<file path="src/rtl/conversor_bcd_bin.sv">
// rtl/conversor_bcd_bin.sv - two-digit packed BCD to 7-bit binary, reverse double-dabble, optional CONVERSOR_CHECK_BCD_EN digit check
module conversor_bcd_bin (
  input  logic       clk,
  input  logic       rst,
  input  logic       start,
  input  logic [7:0] bcd,
  output logic [6:0] bin,
  output logic       busy,
  output logic       done,
  output logic       err
);

  typedef enum logic [1:0] {IDLE, SHIFT, DONE} state_t;

  state_t      state_q, state_d;
  logic [7:0]  sr_bcd_q, sr_bcd_d;
  logic [6:0]  sr_bin_q, sr_bin_d;
  logic [2:0]  cnt_q, cnt_d;
  logic [6:0]  bin_q, bin_d;

  logic [14:0] shifted;
  logic [3:0]  sh_tens, sh_units;
  logic [3:0]  fix_tens, fix_units;
  logic [6:0]  sh_bin;
  logic        bad_path;

`ifdef CONVERSOR_CHECK_BCD_EN
  logic        err_q, err_d;
  logic        bad_q, bad_d;

  assign bad_path = bad_q;
  assign err      = err_q;
`else
  assign bad_path = 1'b0;
  assign err      = 1'b0;
`endif

  // One reverse double-dabble step: shift the pair right, then correct each digit
  always_comb begin
    shifted   = {1'b0, sr_bcd_q, sr_bin_q[6:1]};
    sh_tens   = shifted[14:11];
    sh_units  = shifted[10:7];
    sh_bin    = shifted[6:0];
    fix_tens  = (sh_tens  >= 4'd8) ? (sh_tens  - 4'd3) : sh_tens;
    fix_units = (sh_units >= 4'd8) ? (sh_units - 4'd3) : sh_units;
  end

  // Next-state and datapath update
  always_comb begin
    state_d  = state_q;
    sr_bcd_d = sr_bcd_q;
    sr_bin_d = sr_bin_q;
    cnt_d    = cnt_q;
    bin_d    = bin_q;
`ifdef CONVERSOR_CHECK_BCD_EN
    err_d    = err_q;
    bad_d    = bad_q;
`endif
    case (state_q)
      IDLE: begin
        if (start) begin
          sr_bcd_d = bcd;
          sr_bin_d = 7'd0;
          cnt_d    = 3'd0;
          state_d  = SHIFT;
`ifdef CONVERSOR_CHECK_BCD_EN
          err_d    = 1'b0;
          bad_d    = (bcd[7:4] > 4'd9) || (bcd[3:0] > 4'd9);
`endif
        end
      end
      SHIFT: begin
        if (bad_path) begin
          // Invalid operand: report immediately with a zero result
          bin_d   = 7'd0;
          state_d = DONE;
`ifdef CONVERSOR_CHECK_BCD_EN
          err_d   = 1'b1;
          bad_d   = 1'b0;
`endif
        end else begin
          sr_bcd_d = {fix_tens, fix_units};
          sr_bin_d = sh_bin;
          cnt_d    = cnt_q + 3'd1;
          if (cnt_q == 3'd6) begin
            bin_d   = sh_bin;
            state_d = DONE;
          end
        end
      end
      DONE: begin
        state_d = IDLE;
      end
      default: begin
        state_d = IDLE;
      end
    endcase
  end

  // State and datapath registers
  always_ff @(posedge clk or posedge rst) begin
    if (rst) begin
      state_q  <= IDLE;
      sr_bcd_q <= 8'd0;
      sr_bin_q <= 7'd0;
      cnt_q    <= 3'd0;
      bin_q    <= 7'd0;
`ifdef CONVERSOR_CHECK_BCD_EN
      err_q    <= 1'b0;
      bad_q    <= 1'b0;
`endif
    end else begin
      state_q  <= state_d;
      sr_bcd_q <= sr_bcd_d;
      sr_bin_q <= sr_bin_d;
      cnt_q    <= cnt_d;
      bin_q    <= bin_d;
`ifdef CONVERSOR_CHECK_BCD_EN
      err_q    <= err_d;
      bad_q    <= bad_d;
`endif
    end
  end

  assign bin  = bin_q;
  assign busy = (state_q != IDLE);
  assign done = (state_q == DONE);

endmodule

</file>
<file path="config.mk">
export PLATFORM = sky130hd
export DESIGN_NAME = conversor_bcd_bin
export DESIGN_NICKNAME = d
export VERILOG_FILES = /design/src/rtl/conversor_bcd_bin.sv
export SDC_FILE = /design/constraint.sdc
export NUM_CORES = 1
export LEC_CHECK = 0
export CORE_ASPECT_RATIO = 0.5
export CORE_MARGIN = 3
export CORE_UTILIZATION = 35
export CTS_CLUSTER_SIZE = 30
export DETAILED_ROUTE_END_ITERATION = 16
export PLACE_DENSITY_LB_ADDON = 0.25
export REMOVE_ABC_BUFFERS = 1
export SETUP_SLACK_MARGIN = 0.5
export SLEW_MARGIN = 30
export SYNTH_ARGS = -nofsm -noshare
export SYNTH_HDL_FRONTEND = slang
export SYNTH_SLANG_ARGS = --single-unit
</file>
<file path="constraint.sdc">
create_clock -name clk -period 1.6 [get_ports clk]
set_clock_uncertainty 0.15 [all_clocks]
set_input_delay 0.24 -clock clk [delete_from_list [all_inputs] [get_ports clk]]
set_output_delay 0.24 -clock clk [all_outputs]
set_load 0.01 [all_outputs]
</file>
==> results of run 1 <==
[what timing repair did]
item                                    4_1_cts  5_1_grt
gates resized for setup                      53       12
setup buffers                                10        6
pin swaps                                     5        1
endpoints found under the setup margin       35       35
[cell usage after synthesis (all sizes together), types with 2 or more instances]
cell type,number,share of area
a21oi,4,0.017
a22o,6,0.044
a31oi,3,0.016
buf,5,0.025
clkbuf,2,0.0072
dfrtp,26,0.54
ha,4,0.041
inv,7,0.022
mux2,7,0.065
nand2,8,0.025
nand2b,3,0.016
nor2,3,0.0093
nor2b,3,0.016
o21ai,5,0.021
o22ai,7,0.036
[worst paths after layout]
path / depth (start not counted) / slack, ns / to
min in group clk: 2 / 0.35 / sr_bcd_q[7]
setup / recovery: 6 / 0.14 / sr_bcd_q[3]
max in group asynchronous: 3 / 0.88 / bin[6]
setup reg to reg: 6 / 0.14 / sr_bcd_q[3]
hold / removal: 3 / 0.17 / cnt_q[0]
hold reg to reg: 2 / 0.35 / sr_bcd_q[7]
[power groups by stage]
| stage | logic, mW | registers (mW) | clock network (mW) |
|---|---|---|---|
| floorplan | 0.715 | 1.20 | 0 |
| global placement | 1.22 | 1.20 | 0 |
| detailed placement | 1.24 | 1.21 | 0 |
| CTS | 1.45 | 1.17 | 0.558 |
| global route | 1.79 | 1.22 | 0.595 |
| finish | 1.64 | 1.19 | 0.540 |
[sequential cells by signal, indices dropped and copies added, names as in the netlist]
signal	cells
state_q	2
cnt_q	3
sr_bin_q	6
sr_bcd_q	8
bin	7
[kinds of logic after synthesis]
logic type,Yosys count
AOI/OAI and AO/OA,32
xor gates and xnor gates,2
adders and majority gates,4
buffers and inverters,14
DFF,26
muxes,8
other,1
and+or+nand+nor,20
[critical path, stage by stage, from the launching register on]
cell	delay [ns]
dfrtp_1	0.41
buf_4	0.16
buf_8	0.14
o21bai_4	0.14
buf_6	0.12
a21oi_1	0.03
o22a_1	0.19
[area by class of cell]
| class | instances | area, um2 | share of cell area |
|---|---|---|---|
| Inverter | 7 | 30.0 | 0.0169 |
| Clock buffer | 3 | 41.3 | 0.0233 |
| Sequential cell | 26 | 651 | 0.367 |
| Multi-Input combinational cell | 67 | 581 | 0.328 |
| Tap cell | 40 | 50.0 | 0.0282 |
| Clock inverter | 1 | 30.0 | 0.0169 |
| Timing Repair Buffer | 47 | 389 | 0.220 |
[layer usage]
metal | share of wire | vias to the layer above | GRT usage
li1 | - | 469 | -
met3 | 0.034 | 2 | 0.0412
met2 | 0.47 | 18 | 0.230
met4 | 0.0072 | 0 | 0.0267
met5 | 0 | - | 0
met1 | 0.49 | 492 | 0.187
==> qor.yml, run 1 <==
status:
  status: "complete, no violations"
layout:
  final_layout_size_suffix_gt1_frac: 0.430
  area_growth_pct: 46.7
  finalNonFillerCells: 191
  nets: 167
  fin_util: 0.562
  final_cell_mix: "26 x dfrtp_1, 23 x buf_4, 9 x clkdlybuf4s50_1"
  antenna_cells: 0
  layout_commonest_cell: "dfrtp_1"
  fin_area_mm2: 0.00177
  nFillCells: 278
detailed_routing:
  drc: 0
  first_pass_iters: 4
  post_drt_via_cell_ratio: 5.14
  wirelength_um: 2780
  vias: 981
  ant_nets: 0
  drtIter0Drc: 33
  wl_per_cell_um: 14.6
sta:
  rsz0062_at_grt: "yes"
  hold_viol_final: 0
  hold_ws_ns: 0.169
  fin_tns_setup_ns: 0
  period_share: 0.910
  finalSetupViolations: 0
  drv_slew: 0
  min_period_ns: 1.46
  fmax_mhz: 687
  setup_slack_ns: 0.144
critical_path:
  end_kind: "flip-flop"
  startpoint_type: "flip-flop"
  worstPathRequired_ns: 1.62
  startpoint: "state_q[0]"
  path_max_fanout: 8
  r2r-start: "state_q[0]"
  crit_type: "flip-flop to flip-flop"
  cp.arrival_ns: 1.47
power_and_ir_drop:
  ir_drop_v: 0.000705
  pwr-share-seq: 0.353
  p_int_mw: 2.22
  swShare: 0.342
  p_leak_nw: 0.848
  clockPowerShare: 0.161
  p_total_mw: 3.37
  comb_power_share: 0.487
  p_sw_mw: 1.15
  p_per_area_mw_per_mm2: 1900
synth:
  synth_fa_ha_area_frac: 0.0415
  muxShareOfSynthArea: 0.0736
  yosysSeqAreaShare: 0.539
  synth_edf_count: 0
  ys_warn_count: 0
  synth_cell_types: 31
  synth_top_family_by_area: "compound AO/OA/AOI/OAI gates"
  synth_compound_area_frac: 0.184
  async_reset_ff_frac: 1.00
  synthFlopType: "dfrtp_1"
  avgSynthCellArea_um2: 11.3
  ys_ff_latch: 26
  synth_xor_area_frac: 0.0145
  yosys.area_share.simple: 0.0902
  syn_inst: 107
  post_synth_instance_area_mm2: 0.00121
floorplan:
  ios: 21
  core_mm2: 0.00315
  dieWidth_um: 89.1
  start_util: 0.383
  die_area_mm2: 0.00423
  rows: 14
  die_h_um: 47.5
global_routing:
  grt_pass1_wl_um: 4330
  grt_use_total: 0.139
  grt_overflow: 0
  antenna_found_initial: 0
  grt_start_max_net_pins: 27
  grt_pass1_vias: 892
cts:
  cts_num_sinks: 26
  numCtsBuffers: 3
  cts_root_buf: "clkbuf_8"
  tritoncts: "done"
  clk_path_buf_depth: 2
  clkLatencyLatePin_ns: 0.27
  htreeDepth: 1
  hold_buffers: 0
  clk_pin_slew_ns: 0.09
placed_design:
  hpwl_um: 1780
  place_ws_ns: 0.0194
  io_buffer_count: 19
  routabilityCongestion: 0.849
  dpl-instance-area_mm2: 0.00150
  dp_cells: 171
job:
  maxCapViolCount: 0
min_path:
  min_path_type: "input port to async pin"
Power figures use the tool's default switching activity.
==> run 2: changes to the inputs <==
Settings changed: CTS_CLUSTER_DIAMETER set to 40, MAX_ROUTING_LAYER set to met4.
==> qor.yml, run 2 (synthesis results as in run 1) <==
status:
  status: "complete, no violations"
floorplan:
  die_h_um: 47.5
  start_util: 0.383
  core_mm2: 0.00315
  die_area_mm2: 0.00423
  ios: 21
  rows: 14
  dieWidth_um: 89.1
critical_path:
  regToRegEndpoint: "sr_bcd_q[3]"
  path_max_fanout: 8
  worst_r2r_path_depth: 6
  startpoint: "state_q[0]"
  cp.arrival_ns: 1.47
  end_kind: "flip-flop"
  path_cells: "buf_4, buf_8, o21bai_4, buf_6, a21oi_1, o22a_1"
  critPathMaxStageDelay_ns: 0.41
  r2r-start: "state_q[0]"
  cpMaxStageDelayCell: "dfrtp_1"
  startpoint_type: "flip-flop"
  crit_type: "flip-flop to flip-flop"
  rrSetupSlack_ns: 0.14
  worstPathRequired_ns: 1.61
cts:
  clk_pin_slew_ns: 0.09
  cts_num_sinks: 26
  clk_path_buf_depth: 2
  cts_root_buf: "clkbuf_8"
  numCtsBuffers: 3
  clkLatencyLatePin_ns: 0.27
  htreeDepth: 1
  tritoncts: "done"
layout:
  nets: 167
  finalNonFillerCells: 191
  top_register: "sr_bcd_q"
  final_layout_size_suffix_gt1_frac: 0.430
  fin_util: 0.562
  antenna_cells: 0
  fin_area_mm2: 0.00177
  area_growth_pct: 46.7
  largest_reg_flops: 8
  final_cell_mix: "26 x dfrtp_1, 23 x buf_4, 9 x clkdlybuf4s50_1"
  layout_commonest_cell: "dfrtp_1"
power_and_ir_drop:
  comb_power_share: 0.487
  p_sw_mw: 1.15
  p_leak_nw: 0.848
  p_per_area_mw_per_mm2: 1900
  clockPowerShare: 0.161
  p_int_mw: 2.22
  swShare: 0.342
  p_total_mw: 3.37
  ir_drop_v: 0.000706
  pwr-share-seq: 0.352
detailed_routing:
  first_pass_iters: 4
  vias: 977
  drc: 0
  ant_nets: 0
  drtIter0Drc: 55
  post_drt_via_cell_ratio: 5.12
  wl_per_cell_um: 14.7
  wirelength_um: 2800
sta:
  fmax_mhz: 687
  drv_slew: 0
  min_period_ns: 1.46
  finalSetupViolations: 0
  rsz0062_at_grt: "yes"
  setup_slack_ns: 0.144
  hold_viol_final: 0
  hold_ws_ns: 0.170
  fin_tns_setup_ns: 0
  period_share: 0.910
global_routing:
  grt_pass1_vias: 896
  grt_pass1_wl_um: 4330
  grt_overflow: 0
  grt_use_total: 0.144
  grt_start_max_net_pins: 27
  antenna_found_initial: 0
placed_design:
  routabilityCongestion: 0.862
  io_buffer_count: 19
  place_ws_ns: 0.0194
  hpwl_um: 1780
  dp_cells: 171
  dpl-instance-area_mm2: 0.00150
min_path:
  min_path_type: "input port to async pin"
job:
  maxCapViolCount: 0
[run 2: cell counts in the layout (fill, tap and decap cells not counted)]
No cell type changed its count.
[run 2: area by class of cell]
type                       instances  area, um2
inverter                           7       30.0
clock inverter                     1       30.0
sequential                        26        651
fill                             278       1380
timing repair buffer              47        389
multi-input combinational         67        581
clock buffer                       3       41.3
tap                               40       50.0
[run 2: layer usage]
layer	global-route usage	routed length (um)	vias to the layer above
li1	-	-	467
met1	0.189	1390	490
met2	0.229	1290	18
met3	0.0412	93	2
met4	0.0267	20	0
met5	-	0	-
[run 2: worst max path at each step]
stage                       end  cells after the start  slack, ns
finish              sr_bcd_q[3]                      6       0.14
global placement           busy                      2       0.04
global route             bin[3]                      4       0.09
detailed placement  sr_bcd_q[1]                      4       0.02
floorplan                bin[0]                      3      -0.04
CTS                        busy                      2       0.14
[run 2: power groups by stage]
stage / registers (mW) / logic, mW / clock network [mW]
floorplan: 1.20 / 0.715 / 0
global placement: 1.20 / 1.22 / 0
detailed placement: 1.21 / 1.24 / 0
CTS: 1.17 / 1.45 / 0.558
global route: 1.22 / 1.79 / 0.596
finish: 1.19 / 1.64 / 0.541
[run 2: worst max-delay path: cells and delay by family (launching register included)]
| family | cells | cell delay (ns) |
|---|---|---|
| flip-flops | 1 | 0.41 |
| AO/OA/AOI/OAI | 3 | 0.36 |
| buffers and inverters | 3 | 0.42 |
[run 2: timing repair]
action,CTS,global route
resized for setup,53,12
buffers inserted,10,6
hold buffers,0,0
setup endpoints to repair,35,35
pin swaps,5,1
